<file path="config.mk">
export PLATFORM = sky130hd
export DESIGN_NAME = iab_rx
export DESIGN_NICKNAME = d
export VERILOG_FILES = /design/src/rtl/iab_rx.sv
export SDC_FILE = /design/constraint.sdc
export NUM_CORES = 1
export LEC_CHECK = 0
export CORE_AREA = 3 3 115 117
export DETAILED_ROUTE_END_ITERATION = 16
export DIE_AREA = 0 0 118 120
export PLACE_DENSITY_LB_ADDON = 0.3
export SLEW_MARGIN = 10
export SYNTH_ARGS = -nofsm -noshare
export SYNTH_HDL_FRONTEND = slang
export SYNTH_SLANG_ARGS = --single-unit
</file>
<file path="constraint.sdc">
create_clock -name clk -period 2.7 [get_ports clk]
set_clock_uncertainty 0.15 [all_clocks]
set_input_delay 0.27 -clock clk [delete_from_list [all_inputs] [get_ports clk]]
set_output_delay 0.27 -clock clk [all_outputs]
set_load 0.05 [all_outputs]
</file>
<file path="src/rtl/iab_rx.sv">
// -----------------------------------------------------------------------------
// iab_rx -- receive end of the IAB byte link.
//
// Collects NBYTES bytes from the IAB bus, one per handshake, into a wide word.
// The word is then offered to the B-side consumer with a ready/accepted
// handshake. Until the B side takes the word, the bus is held off.
//
// Parameters:
//   NBYTES     bytes per frame (>= 2); word width W = 8*NBYTES
//   LSB_FIRST  1: first byte lands in dataB[7:0]; 0: first byte in dataB[W-1:W-8]
//
// Ports:
//   clk        clock, rising edge
//   rst        synchronous reset, active-high
//   selI       bus select: the IAB transmitter is addressing this receiver
//   validI     dataIn holds a valid byte
//   dataIn     byte from the IAB bus
//   acceptedI  byte taken this cycle (combinational)
//   dataB      assembled word (registered)
//   readyB     dataB holds a complete frame (registered)
//   acceptedB  B side takes dataB this cycle
//   cntB       bytes collected so far in the current frame (registered)
// -----------------------------------------------------------------------------
module iab_rx #(
    parameter  int NBYTES    = 8,
    parameter  bit LSB_FIRST = 1'b1,
    localparam int W         = 8 * NBYTES,
    localparam int CW        = $clog2(NBYTES + 1)
) (
    input  logic          clk,
    input  logic          rst,
    input  logic          selI,
    input  logic          validI,
    input  logic [7:0]    dataIn,
    output logic          acceptedI,
    output logic [W-1:0]  dataB,
    output logic          readyB,
    input  logic          acceptedB,
    output logic [CW-1:0] cntB
);

    typedef enum logic {
        COLLECT = 1'b0,
        DELIVER = 1'b1
    } stateE;

    stateE         state;
    stateE         stateNext;
    logic [W-1:0]  shiftReg;
    logic [W-1:0]  shiftNext;
    logic [W-1:0]  slotWord;
    logic [W-1:0]  dataNext;
    logic          readyNext;
    logic [CW-1:0] cntNext;

    // Low bit position of byte slot k inside the word.
    function automatic int slotLo(input int k);
        return LSB_FIRST ? (8 * k) : (W - 8 - 8 * k);
    endfunction

    // Partial word with the incoming byte dropped into the slot named by cntB.
    always_comb begin
        // NOTE: every always_comb output gets a default before any branch so
        // no path leaves it unassigned, which would infer a latch.
        slotWord = shiftReg;
        for (int k = 0; k < NBYTES; k++) begin
            if (cntB == CW'(k)) begin
                slotWord[slotLo(k) +: 8] = dataIn;
            end
        end
    end

    // Next-state and handshake logic.
    always_comb begin
        stateNext = state;
        shiftNext = shiftReg;
        dataNext  = dataB;
        readyNext = readyB;
        cntNext   = cntB;
        // Bus is only served while collecting; reset blocks it immediately.
        acceptedI = selI & validI & (state == COLLECT) & ~rst;

        unique case (state)
            COLLECT: begin
                if (acceptedI) begin
                    if (cntB == CW'(NBYTES - 1)) begin
                        // Last byte: publish the word at this same edge.
                        dataNext  = slotWord;
                        readyNext = 1'b1;
                        cntNext   = '0;
                        shiftNext = '0;
                        stateNext = DELIVER;
                    end else begin
                        shiftNext = slotWord;
                        cntNext   = cntB + CW'(1);
                    end
                end
            end
            DELIVER: begin
                // readyB is always high here, so acceptedB outside DELIVER
                // is ignored without any further qualification.
                if (acceptedB) begin
                    readyNext = 1'b0;
                    stateNext = COLLECT;
                end
            end
            default: stateNext = COLLECT;
        endcase
    end

    always_ff @(posedge clk) begin
        if (rst) begin
            // NOTE: the shift register is a plain datapath register, but it
            // is cleared so a frame cut short by reset leaves no stale bytes.
            state    <= COLLECT;
            shiftReg <= '0;
            dataB    <= '0;
            readyB   <= 1'b0;
            cntB     <= '0;
        end else begin
            // NOTE: non-blocking assignments in clocked blocks, so every
            // register updates from the pre-edge values of its inputs.
            state    <= stateNext;
            shiftReg <= shiftNext;
            dataB    <= dataNext;
            readyB   <= readyNext;
            cntB     <= cntNext;
        end
    end

endmodule

</file>
Word level (Yosys, flattened, before mapping)
Cells that the tools add are included.
{"block": "classes", "n_reduce_logical": 4, "n_bitwise": 5, "add_sub_neg": 1, "muxes": 18, "eq_ne": 10}
{"op": "64-bit 2-to-1 mux", "count": 1}
{"op": "8-bit 2-to-1 mux", "count": 8}
{"op": "4-bit by 3-bit equality test with 1-bit output (second input constant)", "count": 4}
{"op": "4-bit by 2-bit equality test with 1-bit output (second input constant)", "count": 2}
{"op": "1-bit 2-to-1 mux", "count": 6}
{"op": "2-bit != test (second input constant)", "count": 3}
{"op": "3-bit AND reduction", "count": 2}
{"op": "4-bit by 1-bit adder with 4-bit output (second input constant)", "count": 1}
{"op": "4-bit by 1-bit equality test with 1-bit output (second input constant)", "count": 1}
{"op": "4-bit logical NOT", "count": 1}
{"op": "4-bit 2-to-1 mux", "count": 1}
{"op": "1-bit one-hot mux with 2 select lines", "count": 2}
{"op": "1-bit AND", "count": 3}
{"op": "1-bit NOT", "count": 2}
{"op": "2-bit AND reduction", "count": 1}
{"block": "totals", "input_bits": 13, "output_inout_bits": 70, "regBits": 134, "elab_cells": 43}

Longest topological paths before layout
{"block": "logic_depth", "ltp_word": 5, "depth_mapped": 6, "mapped_depth_nobuf": 5}

Worst setup path before layout
No wires, ideal clock.
{"block": "synth_path", "kind": "reg2reg", "start": "register cntB[0]", "end": "register shiftReg[40]", "required_ns": 2.491, "period_less_slack_ns": 2.200, "t_arrival_ns": 1.991, "slack_ns": 0.500, "path_stages_with_launch": 6, "setup_time_ns": 0.059, "n_path_buf": 2, "path_cell_list": "dfxtp_1 ha_1 clkbuf_1 and4_1 clkbuf_1 a22o_1"}
{"block": "synth_via", "elab_chain_cells": 3, "word_cells_on_any_way": 4, "cone_classes": "eq/ne: 2; mux: 2"}
{"element": "from (decl)", "line_no": "39", "rtl": "output logic [CW-1:0] cntB"}
{"element": "from (signal assigned)", "line_no": "127", "rtl": "cntB <= cntNext;"}
{"element": "4-bit by 3-bit equality test with 1-bit output", "line_no": "67", "rtl": "if (cntB == CW'(k)) begin"}
{"element": "8-bit 2-to-1 mux", "line_no": "67"}
{"element": "64-bit 2-to-1 mux *", "line_no": "86", "rtl": "if (cntB == CW'(NBYTES - 1)) begin"}
{"element": "to (signal assigned)", "line_no": "124", "rtl": "shiftReg <= shiftNext;"}
{"element": "to (decl)", "line_no": "49", "rtl": "logic [W-1:0] shiftReg;"}
Mark *: on every way between the ends. The rest lies on a longest branch, timed or not.
A chain may end at the register's enable or synchronous reset.

Worst setup path in the final report
{"block": "layout_path", "start": "register cntB[2]", "end": "output cntB[2]"}
No word-level cell between the ends.

==> summary.md <==
| Metric | Value |
|---|---|
| Status | `completed` |
| WS Path Type | `reg2out` |
| Worst slew pin tran | `653 ps` |
| H-tree depth | `4` |
| Postcts setup bufs | `0` |
| Core ar. | `0.0125 sq mm` |
| Pleak | `0.00246 uW` |
| Commonest non-fill, non-tap cell in the layout | `dfxtp_1` |
| Final Hold Fails | `0` |
| GP Congestion | `0.739` |
| Critical path, cell by cell | `clkdlybuf4s50_1` |
| Yosys cell types | `30` |
| Mapped Nets | `439` |
| Tmin final | `2210 ps` |
| Syn_area_per_cell | `11.5 sq um` |
| ANT cells | `0` |
| Fin cells | `681` |
| Post-DR wirelength/cell | `16.4 um` |
| Final wirelength | `11.2 mm` |
| Cts bufs inserted | `17` |
| Sequential area share after synthesis | `52.1%` |
| Vias in the first global route | `3373` |
| Endpoint class of the critical path | `primary output` |
| Final Cycle Share | `81.8%` |
| Die Area | `0.0142 sq mm` |
| Number of synthesized register bits | `126` |
| Sink Count | `126` |
| Chip height | `120 um` |
| Root Driver | `clkbuf_16` |
| Commonest non-fill, non-tap cells in the layout | `dfxtp_1, clkdlybuf4s50_1, a22o_1` |
| Crit path required time | `2280 ps` |
| Clock buffer depth | `2` |
| Post-DP HPWL | `7.44 mm` |
| Buf/Inv on CP | `1` |
| First-pass DRT Iterations | `5` |
| CTS tree | `done` |
| Die Span X | `118 um` |
| Max cap viols | `0` |
| Post-CTS Resized | `0` |
| Max Freq | `0.453 GHz` |
| WP data arrival | `1790 ps` |
| Unrepaired setup endpoints after global routing | `no` |
| Final TNS setup | `0 ps` |
| Setup violators final | `0` |
| Ys async rst share | `0%` |
| Worst path max stage delay | `900 ps` |
| DR vias/cell | `4.89` |
| PortBufs | `82` |
| Slew Viols, Final | `0` |
| Initial antenna violation count | `0` |
| Rel. slew slack | `56.3%` |
| FF-to-FF setup slack | `540 ps` |
| PD cells | `665 mW/mm^2` |
| Crit path max fanout | `7` |
| Mapped Area | `0.00484 sq mm` |
| Number of instances in the placed design | `649` |
| Peak VDD IR | `0.414 mV` |
| Starting Density | `38.8%` |
| Nets | `513` |
| Main synth FF type | `dfxtp_1` |
| Layout cells sized above 1 | `19.3%` |
| Post-synth EDFFs | `0` |
| Routed Antenna Nets | `0` |
| Mapped Cells | `422` |
| # IOs | `83` |
| Nature of the critical path startpoint | `flip-flop` |
| Cell class contributing the biggest share of worst-path delay | `buffers and inverters` |
| Grt ovf | `0` |
| Via total after detailed routing | `3328` |
| Final hold slack | `269 ps` |
| Synth-to-layout area growth | `31.8%` |
| Tot GR Track Use | `15.9%` |
| Clk Latency, worst-skew pair | `400 ps` |
| Row count | `41` |
| Slowest stage cell on the critical path | `clkdlybuf4s50_1` |
| Clock slew at reported path FFs | `60 ps` |
| Final Util | `51.2%` |
| Largest net degree at the start of global routing | `41` |
| Drt drc | `0` |
| Synth Warn # | `0` |
| Initial drt markers | `191` |
| Hold Crit Class | `in2reg` |
| CTS Hold Bufs | `0` |
| First-pass GRT wire length | `17.9 mm` |
## cell usage after synthesis, drive strengths merged, types with 2 or more instances
cell type  count  area, sq um
dfxtp        126         2520
a22o          56          490
mux2i         49          490
mux2          44          495
nor2b         42          263
nand2         30          113
clkbuf        24         90.1
buf           14         92.6
a21oi          4         20.0
and3           4         25.0
ha             4         50.1
a31oi          3         37.5
and4           3         26.3
nor2           3         11.3
or2            3         18.8
and4bb         2         25.0
inv            2         7.51
## cells by family after synthesis
group                    after synthesis  synth area share (%)
AO/OA/AOI/OAI                         68                  12.0
adder cells (fa/ha/maj)                4                  1.03
buffers and inverters                 41                  4.01
flip-flops                           126                  52.1
multiplexers                          93                  20.4
AND/OR/NAND/NOR                       90                  10.4
## state kept, by name, summed over array words and instances, names as in the netlist
name,cells
shiftReg,56
dataB,64
state,1
cntB,4
readyB,1
## cell type report
class                      instances  area (sq um)
clock buffer                      20           467
clock inverter                    12           111
fill                            1110          6090
inverter                           3          11.3
multi-input combinational        255          2130
sequential                       126          2520
tap                              172           215
timing repair buffer              93           921
## per-stage QoR
stage          worst slack [ps]  power [uW]  instance area, sq um
4_1_cts                     476        4280                  6380
6_report                    492        4240                  6380
2_1_floorplan               500        2040                  4840
3_5_place_dp                478        2110                  5800
3_3_place_gp                540        2100                  5800
5_1_grt                     389        4380                  6380
## routing by layer
layer	routed length (um)	global-route usage [%]	part of all wire, %	vias up
met5	0	0	0	-
met4	65	3.66	0.58	0
met1	5380	20.8	48	1613
met2	5250	25.8	47	71
met3	481	4.95	4.3	5
li1	-	-	-	1639
## power by group
part           switching (uW)  internal, uW  total [uW]  leakage [uW]
clock network             833          1340        2180      0.000279
registers                9.14          1870        1880       0.00102
logic                     119          67.4         186       0.00117
## path summary, 6_finish.rpt
kind / startpoint / end / cells past startpoint
worst min-delay path: rst / cntB[1]$_SDFFE_PP0P_ / 2
worst max register to register: cntB[0]$_SDFFE_PP0P_ / shiftReg[39]$_SDFFE_PP0P_ / 5
worst max-delay path: cntB[2]$_SDFFE_PP0P_ / cntB[2] / 1
worst min register to register: dataB[42]$_SDFFE_PP0P_ / dataB[42]$_SDFFE_PP0P_ / 2
(Power assumes the default switching activity.)
